--- src/rtl/vga_pkg.sv ---
// Shared definitions for the VGA pixel pipeline: active-area defaults, colour
// format, pattern mode encoding and fixed colours.
package vga_pkg;

  localparam int H_ACTIVE_DEF = 640;
  localparam int V_ACTIVE_DEF = 480;
  localparam int RGB_W        = 3;

  typedef enum logic [1:0] {
    MODE_BARS    = 2'd0,
    MODE_CHECKER = 2'd1,
    MODE_BOX     = 2'd2,
    MODE_SOLID   = 2'd3
  } mode_t;

  typedef struct packed {
    logic [RGB_W-1:0] r;
    logic [RGB_W-1:0] g;
    logic [RGB_W-1:0] b;
  } rgb_t;

  localparam rgb_t BLACK   = '{r: '0, g: '0, b: '0};
  localparam rgb_t WHITE   = '{r: '1, g: '1, b: '1};
  localparam rgb_t BG_BLUE = '{r: '0, g: '0, b: 3'b100};

  function automatic mode_t mode_succ(input mode_t m);
    return mode_t'(m + 2'd1);
  endfunction

endpackage

--- src/rtl/vga_box_mover.sv ---
// Position and direction of the bouncing box; moves one pixel per axis on
// each enabled frame tick.
module vga_box_mover
  import vga_pkg::*;
#(
  parameter int H_ACTIVE = H_ACTIVE_DEF,
  parameter int V_ACTIVE = V_ACTIVE_DEF,
  parameter int CNT_W    = 10,
  parameter int BOX_SIZE = 32
) (
  input  logic             clk_pix,
  input  logic             resetn,
  input  logic             tick,
  input  logic             en,
  output logic [CNT_W-1:0] box_x,
  output logic [CNT_W-1:0] box_y
);

  localparam int X_LIM = H_ACTIVE - BOX_SIZE;
  localparam int Y_LIM = V_ACTIVE - BOX_SIZE;
  localparam logic [CNT_W-1:0] X_MAX = X_LIM[CNT_W-1:0];
  localparam logic [CNT_W-1:0] Y_MAX = Y_LIM[CNT_W-1:0];
  localparam logic [CNT_W-1:0] STEP  = CNT_W'(1);

  logic             x_dec, y_dec;
  logic             x_dec_nxt, y_dec_nxt;
  logic [CNT_W-1:0] x_nxt, y_nxt;

  // A direction reversal consumes the frame: the position holds while the
  // sign flips, so the box sits on the edge for two consecutive frames.
  function automatic void bounce(input  logic [CNT_W-1:0] pos,
                                 input  logic             dec,
                                 input  logic [CNT_W-1:0] lim,
                                 output logic [CNT_W-1:0] pos_n,
                                 output logic             dec_n);
    pos_n = pos;
    dec_n = dec;
    if (dec) begin
      if (pos == '0) dec_n = 1'b0;
      else           pos_n = pos - STEP;
    end else begin
      if (pos >= lim) dec_n = 1'b1;
      else            pos_n = pos + STEP;
    end
  endfunction

  always_comb begin
    x_nxt     = box_x;
    y_nxt     = box_y;
    x_dec_nxt = x_dec;
    y_dec_nxt = y_dec;
    if (tick && en) begin
      bounce(box_x, x_dec, X_MAX, x_nxt, x_dec_nxt);
      bounce(box_y, y_dec, Y_MAX, y_nxt, y_dec_nxt);
    end
  end

  always_ff @(posedge clk_pix or negedge resetn) begin
    if (!resetn) begin
      box_x <= '0;
      box_y <= '0;
      x_dec <= 1'b0;
      y_dec <= 1'b0;
    end else begin
      box_x <= x_nxt;
      box_y <= y_nxt;
      x_dec <= x_dec_nxt;
      y_dec <= y_dec_nxt;
    end
  end

endmodule

--- src/rtl/vga_pattern_gen.sv ---
// Two-stage test-pattern pixel source behind vga_timing; sync and de are
// delayed to stay aligned with RGB. Define VGA_PAT_GRID_EN for a red grid overlay.
module vga_pattern_gen
  import vga_pkg::*;
#(
  parameter int H_ACTIVE = H_ACTIVE_DEF,
  parameter int V_ACTIVE = V_ACTIVE_DEF,
  parameter int CNT_W    = 10,
  parameter int BOX_SIZE = 32
`ifdef VGA_PAT_GRID_EN
  ,
  parameter int GRID_SHIFT = 6
`endif
) (
  input  logic             clk_pix,
  input  logic             resetn,
  input  logic [CNT_W-1:0] hcount_i,
  input  logic [CNT_W-1:0] vcount_i,
  input  logic             hsync_i,
  input  logic             vsync_i,
  input  logic             de_i,
  input  logic             mode_next,
  output logic [RGB_W-1:0] rgb_r,
  output logic [RGB_W-1:0] rgb_g,
  output logic [RGB_W-1:0] rgb_b,
  output logic             hsync_o,
  output logic             vsync_o,
  output logic             de_o,
  output logic             frame_tick,
  output logic [1:0]       mode_o
);

  localparam int BAR_W = H_ACTIVE / 8;
  localparam logic [CNT_W-1:0] TICK_LINE = V_ACTIVE[CNT_W-1:0];
  localparam logic [CNT_W:0]   BOX_SPAN  = BOX_SIZE[CNT_W:0];

  mode_t            mode, mode_nxt;
  logic             pending, pending_nxt;
  logic             tick;
  logic             box_en;
  logic [7:0]       frm_cnt;
  logic [CNT_W-1:0] box_x, box_y;

  logic [CNT_W-1:0] h1, v1;
  logic             hs1, vs1, de1, tick1;
  logic [2:0]       bar;
  logic             in_box;
  rgb_t             pattern, pixel;

  rgb_t             rgb2;
  logic             hs2, vs2, de2, tick2;

  // First blanking line, column 0: the only place frame state may change.
  assign tick = (hcount_i == '0) && (vcount_i == TICK_LINE);

  always_ff @(posedge clk_pix or negedge resetn) begin
    if (!resetn) begin
      mode    <= MODE_BARS;
      pending <= 1'b0;
    end else begin
      mode    <= mode_nxt;
      pending <= pending_nxt;
    end
  end

  // A request on the tick cycle itself is merged before the tick decision.
  always_comb begin
    mode_nxt    = mode;
    pending_nxt = pending | mode_next;
    if (tick && pending_nxt) begin
      mode_nxt    = mode_succ(mode);
      pending_nxt = 1'b0;
    end
  end

  always_comb begin
    mode_o = mode;
    box_en = (mode == MODE_BOX);
  end

  always_ff @(posedge clk_pix or negedge resetn) begin
    if (!resetn)   frm_cnt <= '0;
    else if (tick) frm_cnt <= frm_cnt + 8'd1;
  end

  vga_box_mover #(
    .H_ACTIVE (H_ACTIVE),
    .V_ACTIVE (V_ACTIVE),
    .CNT_W    (CNT_W),
    .BOX_SIZE (BOX_SIZE)
  ) u_box_mover (
    .clk_pix (clk_pix),
    .resetn  (resetn),
    .tick    (tick),
    .en      (box_en),
    .box_x   (box_x),
    .box_y   (box_y)
  );

  always_ff @(posedge clk_pix or negedge resetn) begin
    if (!resetn) begin
      h1    <= '0;
      v1    <= '0;
      hs1   <= 1'b0;
      vs1   <= 1'b0;
      de1   <= 1'b0;
      tick1 <= 1'b0;
    end else begin
      h1    <= hcount_i;
      v1    <= vcount_i;
      hs1   <= hsync_i;
      vs1   <= vsync_i;
      de1   <= de_i;
      tick1 <= tick;
    end
  end

  // Bar index from rising thresholds; the last threshold passed wins.
  always_comb begin
    bar = '0;
    for (int unsigned k = 1; k < 8; k++) begin
      if (32'(h1) >= k * BAR_W) bar = 3'(k);
    end
  end

  assign in_box = ({1'b0, h1} >= {1'b0, box_x}) && ({1'b0, h1} < {1'b0, box_x} + BOX_SPAN) &&
                  ({1'b0, v1} >= {1'b0, box_y}) && ({1'b0, v1} < {1'b0, box_y} + BOX_SPAN);

  always_comb begin
    pattern = BLACK;
    unique case (mode)
      MODE_BARS:    pattern = '{r: {RGB_W{bar[2]}}, g: {RGB_W{bar[1]}}, b: {RGB_W{bar[0]}}};
      MODE_CHECKER: pattern = (h1[5] ^ v1[5]) ? WHITE : BLACK;
      MODE_BOX:     pattern = in_box ? WHITE : BG_BLUE;
      MODE_SOLID:   pattern = '{r: frm_cnt[7:5], g: frm_cnt[6:4], b: frm_cnt[5:3]};
      default:      pattern = BLACK;
    endcase
  end

`ifdef VGA_PAT_GRID_EN
  localparam rgb_t GRID_RED = '{r: '1, g: '0, b: '0};
  logic grid_hit;
  assign grid_hit = (h1[GRID_SHIFT-1:0] == '0) || (v1[GRID_SHIFT-1:0] == '0);
  assign pixel    = grid_hit ? GRID_RED : pattern;
`else
  assign pixel = pattern;
`endif

  always_ff @(posedge clk_pix or negedge resetn) begin
    if (!resetn) begin
      rgb2  <= BLACK;
      hs2   <= 1'b0;
      vs2   <= 1'b0;
      de2   <= 1'b0;
      tick2 <= 1'b0;
    end else begin
      rgb2  <= de1 ? pixel : BLACK;
      hs2   <= hs1;
      vs2   <= vs1;
      de2   <= de1;
      tick2 <= tick1;
    end
  end

  assign rgb_r      = rgb2.r;
  assign rgb_g      = rgb2.g;
  assign rgb_b      = rgb2.b;
  assign hsync_o    = hs2;
  assign vsync_o    = vs2;
  assign de_o       = de2;
  assign frame_tick = tick2;

endmodule

--- config.mk ---
export PLATFORM = sky130hd
export DESIGN_NAME = vga_pattern_gen
export DESIGN_NICKNAME = d
export VERILOG_FILES = /design/src/rtl/vga_pkg.sv /design/src/rtl/vga_box_mover.sv /design/src/rtl/vga_pattern_gen.sv
export SDC_FILE = /design/constraint.sdc
export NUM_CORES = 1
export LEC_CHECK = 0
export CAP_MARGIN = 20
export CORE_MARGIN = 4
export CORE_UTILIZATION = 58
export DETAILED_ROUTE_END_ITERATION = 10
export PLACE_DENSITY = 0.87
export SETUP_SLACK_MARGIN = 0.3
export SKIP_CTS_REPAIR_TIMING = 1
export SLEW_MARGIN = 40
export SYNTH_ARGS = -nofsm -noshare
export SYNTH_HDL_FRONTEND = slang
export SYNTH_SLANG_ARGS = --single-unit
--- constraint.sdc ---
create_clock -name clk_pix -period 2.5 [get_ports clk_pix]
set_input_delay 0.375 -clock clk_pix [delete_from_list [all_inputs] [get_ports clk_pix]]
set_output_delay 0.375 -clock clk_pix [all_outputs]
set_load 0.01 [all_outputs]
======== Yosys cells after proc, flatten, opt, wreduce, memory -nomap -nowiden ========
Index checks and enable logic that the tools add are counted.
operators by class
  reductions and logical operators ........ 12
  muxes and demuxes ....................... 24
  bitwise gates (word level) .............. 2
  $lt $le $gt $ge ......................... 13
  equality and inequality tests ........... 8
  $add $sub $neg .......................... 8
operators with widths
  operator                 count
  $mux W10                 6
  $ge A10 B9 Y1 const B    4
  $pmux W9 S4              1
  $logic_not A10 Y1        3
  $mux W9                  3
  $add A10 B6 Y11 const B  2
  $lt A10 B11 Y1           2
  $add A10 B1 Y10 const B  2
  $ge A10 B10 Y1           2
  $ge A10 B10 Y1 const B   2
  $ge A10 B8 Y1 const B    2
  $sub A10 B1 Y10 const B  2
  $mux W3                  6
  $eq A10 B9 Y1 const B    1
  $ge A10 B7 Y1 const B    1
  $add A8 B1 Y8 const B    1
  $mux W1                  8
  $logic_and A1 B1 Y1      6
  $reduce_and A3 Y1        2
  $eq A2 B2 Y1 const B     2
  $ne A2 B1 Y1 const B     2
  $ne A2 B2 Y1 const B     2
  $add A2 B1 Y2 const B    1
  $eq A2 B1 Y1 const B     1
  other kinds (3)          3
word-level totals
  output and inout bits ................... 15
  input port bits ......................... 26
  register bits after elaboration ......... 70

======== Depth between registers and ports, before layout ========
  word-level depth ........................ 10
  mapped depth ............................ 9
  mapped depth without buffers ............ 9

======== Cells and area by module ========
Synthesis repeated with hierarchy kept, for this count alone.
unflattened totals
  cell total of the unflattened synthesis .. 424
  area, all modules ....................... 4416.7 sq um
by module, submodules not included
  module           area each (sq um)  cells each  seq. area each (sq um)  times used
  vga_pattern_gen  2628.8             240         1201.2                  1
  vga_box_mover    1788.0             184         550.5                   1

======== Worst setup path after synthesis ========
Ideal clock, no wire load.
  kind .................................... register -> register
  from .................................... reg u_box_mover.x_dec
  to ...................................... reg u_box_mover.box_x[9]
  period minus slack after synthesis ...... 2.103 ns
  setup slack ............................. 0.397 ns
  arrival ................................. 1.977 ns
  data required time ...................... 2.374 ns
  cell stages (with the launch flop) ...... 9
  library setup time ...................... 0.126 ns
  cell sequence ........................... dfrtp_1 ha_1 nand3_1 o2111ai_1 nor3_1 o41ai_2 mux2i_1 nor2_1 xnor2_1
between the ends
  longest elaborated chain between the ends .. 2
RTL lines
  what                                                           RTL line             text
  from (decl)                                                    vga_box_mover.sv:25  logic x_dec, y_dec;
  from (signal assigned)                                         vga_box_mover.sv:67  x_dec <= x_dec_nxt;
  $ne A2 B2 Y1 (no line) / $ne A2 B1 Y1 (equally long branches)  n/a
  $reduce_and A3 Y1 (no line)                                    n/a
  to (signal assigned)                                           vga_box_mover.sv:65  box_x <= x_nxt;
  to (decl)                                                      vga_box_mover.sv:15  output logic [CNT_W-1:0] box_x,
Several ways; a longest one is shown, not always the timed one.
A chain may end at the register's enable or synchronous reset.

======== Final worst setup path ========
  from .................................... reg u_box_mover.box_y[5]
  to ...................................... reg rgb2, in the netlist rgb_b[1]
between the ends
  longest elaborated chain between the ends .. 6
RTL lines
  what                                                          RTL line                                        text
  from (decl)                                                   vga_box_mover.sv:16                             output logic [CNT_W-1:0] box_y
  from (signal assigned)                                        vga_box_mover.sv:66                             box_y <= y_nxt;
  $add A10 B6 Y11 / $ge A10 B10 Y1 (equally long branches)      vga_pattern_gen.sv:127                          ({1'b0, v1} >= {1'b0, box_y}) && ({1'b0, v1} < {1'b0, box_y} + BOX_SPAN);
  $lt A10 B11 Y1 / $logic_and A1 B1 Y1 (equally long branches)  vga_pattern_gen.sv:127, vga_pattern_gen.sv:126
  $logic_and A1 B1 Y1 *                                         vga_pattern_gen.sv:127
  $mux W9 *                                                     vga_pattern_gen.sv:134                          MODE_BOX: pattern = in_box ? WHITE : BG_BLUE;
  $pmux W9 S4 *                                                 vga_pattern_gen.sv:131                          unique case (mode)
  $mux W9 *                                                     vga_pattern_gen.sv:157                          rgb2 <= de1 ? pixel : BLACK;
  to (signal assigned)                                          vga_pattern_gen.sv:157
  to (decl)                                                     vga_pattern_gen.sv:50                           rgb_t rgb2;
Every way passes the cells marked *; elsewhere a longest branch is shown, timed or not.

==> key figures <==
Status
  • Outcome: finished clean

Setup path
  • Reg-to-reg startpoint: u_box_mover.box_y[5]
  • Reg2reg end: rgb_b[1]
  • Crit Path Class: flop to flop
  • Critical path's largest stage delay: 0.49 ns
  • CP cell instances: buf_4 -> inv_1 -> ha_1 -> nand2b_1 -> a21oi_2 -> nand4b_1 -> o21ai_1 -> a211oi_2 -> o211ai_2 -> a31oi_1
  • Crit start category: flop
  • Critical Path Fanout Max: 8
  • CP Buf/Inv Count: 2
  • CP arrival: 2.57 ns
  • R2R Setup Slk: 0.19 ns
  • CP startpoint: u_box_mover.box_y[5]
  • Crit path max-delay cell type: dfrtp_2
  • Delay-heaviest family, CP: compound AO/OA/AOI/OAI gates
  • Critical path capture point type: flop
  • Reg2Reg Depth: 10
  • CP Data Required Time: 2.76 ns

Timing
  • # setup viols final: 0
  • Worst slew margin: 0.545
  • FMAX: 433 MHz
  • Setup tns final: 0 ns
  • Part of the cycle the worst path needs: 0.925
  • Slew at the pin closest to its max-slew limit: 0.682 ns
  • Final Hold Viols: 0
  • Clock period minus final worst setup slack: 2.31 ns
  • Fin. max-slew vios: 0
  • Clock skew: 0.00984 ns
  • RSZ-0062 raised after global routing: yes

Global routing
  • First-pass GRT wire length: 16300 um
  • Grt total ovfl: 0
  • GRT Util Overall: 0.241
  • Pin count of the biggest net entering global routing: 44
  • Initial antenna violation count: 0
  • Vias in the first global route: 3489

Logic synthesis
  • Async SR Flop Fraction: 1.00
  • Synth Flop Type: dfrtp_1
  • Syn Std Cell Area: 4180 um^2
  • Post-Syn Instances: 405
  • Seq/Total Area, Yosys: 0.419
  • Synthesis-stage register bit count: 70
  • Count of unique library cells instantiated by Yosys: 56
  • Count of warnings emitted by yosys: 0
  • Syn_area_per_cell: 10.3 um^2
  • Number of enable flip-flop cells after synthesis: 0
  • Synth Net Count: 486

Clock tree
  • Clk root buf: clkbuf_8
  • Max Root-Sink Buffers: 2
  • CTS tree: built
  • Clk_lat worst skew: 0.35 ns
  • Num CTS Buffers: 9
  • CTS clk-pin slew, worst paths: 0.08 ns
  • H-tree Lvls: 3
  • CTS Sinks: 70

Detailed routing
  • Vias: 3423
  • Initial DRC count: 203
  • Drt total wl: 10400 um
  • Drt pass-1 iters: 4
  • Vias/cell: 5.89
  • ANT nets after route: 0
  • Drt wl/cell: 18.0 um
  • Drt drc: 0

Cells and area
  • Area occupied by multi-input gates: 2430 um^2
  • Ant diodes: 0
  • Layout cell share with drive strength beyond 1: 0.192
  • Layout fillers: 461
  • Final nets: 561
  • Register area: 1760 um^2
  • Area Overhead vs Synth: 26.7%
  • Final instance area: 5290 um^2

Die
  • Starting Density: 0.605
  • Die Wd: 92.9 um
  • Die area: 8620 um^2
  • Core Region: 6910 um^2
  • Row cnt: 30
  • Die H: 92.9 um
  • IO Pins: 41

Power
  • Leakage power: 0.00242 uW
  • VDD IR max: 0.000366 V
  • Final Total Pwr: 2320 uW
  • Power Dens Cells: 439 nW/um^2

Worst hold path
  • Hold Crit Class: primary input to asynchronous set/reset pin

Flow run
  • Maxcap violations: 0

Placement
  • Placed instance area: 4740 um^2
  • Detailed Place HPWL: 7380 um
  • RePlAce Congestion: 0.859
  • I/O Buffers: 40
worst max path at each step:
stage,cells past startpoint,endpoint
global route,10,rgb_b[1]
finish,10,rgb_b[1]
detailed placement,9,frm_cnt[7]
floorplan,8,u_box_mover.box_x[9]
CTS,8,u_box_mover.box_x[9]
global placement,8,u_box_mover.box_y[9]
kinds of logic (layout without fill, tap and decap cells):
kind of cell | after synthesis | in the layout | synth area share
flip-flops | 70 | 70 | 0.419
adder cells (fa/ha/maj) | 56 | 56 | 0.171
multiplexers | 6 | 6 | 0.0150
buffers and inverters | 43 | 123 | 0.0431
XOR/XNOR | 31 | 31 | 0.0668
AND/OR/NAND/NOR | 101 | 101 | 0.127
AO/OA/AOI/OAI | 98 | 98 | 0.158
layout make-up:
class                           count  share of cell area
Inverter                           39              0.0277
Tap cell                           96              0.0227
Multi-Input combinational cell    292               0.459
Sequential cell                    70               0.333
Clock inverter                      6              0.0163
Clock buffer                       10              0.0241
Timing Repair Buffer               68               0.117
worst reg2reg max path: cells and delay by family (launching register included):
kind | cells | cell delay [ns]
AOI/OAI and AO/OA | 5 | 0.98
adders and majority gates | 1 | 0.32
buffers and inverters | 2 | 0.20
DFF | 1 | 0.49
and+or+nand+nor | 2 | 0.22
state kept, by name (all words and copies together) (netlist names), 2 cells and up:
register           flops
u_box_mover.box_x     10
rgb_r                  3
h1                    10
rgb_g                  3
mode_o                 2
v1                    10
frm_cnt                8
rgb_b                  3
u_box_mover.box_y     10
layout by cell type, fill, tap and decap left out, drive strengths merged, types with 12 or more instances in the layout:
| cell type | n |
|---|---|
| a21oi | 20 |
| nor2 | 16 |
| o21ai | 28 |
| buf | 28 |
| ha | 53 |
| nand2 | 32 |
| clkdlybuf4s50 | 39 |
| dfrtp | 70 |
| xnor2 | 22 |
| inv | 39 |
| nand3 | 12 |
layer usage:
metal  share of wire  global-route usage  wire length (um)  vias up
li1                -                   -                 -     1597
met1            0.40               0.286              4200     1704
met2            0.54               0.449              5650      100
met3           0.034              0.0292               356       22
met4           0.023              0.0794               242        0
met5               0                   0                 0        -
stage by stage:
| stage | setup WS (ns) | instances | util | hold WS (ns) |
|---|---|---|---|---|
| 2_1_floorplan | 0.397 | 405 | - | 0.0794 |
| 3_3_place_gp | 0.0563 | 546 | 0.686 | 0.335 |
| 3_5_place_dp | -0.0547 | 546 | 0.686 | 0.339 |
| 4_1_cts | 0.00385 | 562 | 0.717 | 0.0786 |
| 5_1_grt | 0.124 | 581 | 0.766 | 0.123 |
| 6_report | 0.189 | 581 | 0.766 | 0.0545 |
power by group:
group / internal [uW] / leakage (uW) / switching (uW)
combinational: 75.5 / 0.00147 / 74.1
clock: 560 / 0.000106 / 439
sequential: 1150 / 0.000836 / 19.3
total: 1790 / 0.00242 / 532
synthesized netlist by cell type, types with 2 or more instances:
master | instances | share of area
inv_1 | 39 | 0.035
o21ai_1 | 6 | 0.0072
dfrtp_1 | 70 | 0.42
o31ai_1 | 2 | 0.0036
nand4_1 | 4 | 0.0060
fa_1 | 2 | 0.0096
o211ai_1 | 2 | 0.0036
a21o_1 | 7 | 0.013
o21ai_0 | 22 | 0.026
nor3_1 | 8 | 0.0096
nor2_1 | 15 | 0.013
nand4b_1 | 2 | 0.0042
xor2_1 | 9 | 0.019
buf_6 | 2 | 0.0054
mux2i_1 | 4 | 0.0096
nor2b_1 | 5 | 0.0075
nor4_1 | 8 | 0.012
ha_1 | 53 | 0.16
xnor2_1 | 21 | 0.044
o2111ai_1 | 2 | 0.0042
a31oi_1 | 11 | 0.016
a21oi_1 | 20 | 0.024
nand2_1 | 31 | 0.028
nand3_1 | 12 | 0.014
nand2b_1 | 6 | 0.0090
a211o_1 | 2 | 0.0042
nor3_2 | 2 | 0.0048
a21boi_0 | 3 | 0.0054
mux2_2 | 2 | 0.0054
a211oi_1 | 7 | 0.013
(Power assumes the default switching activity.)
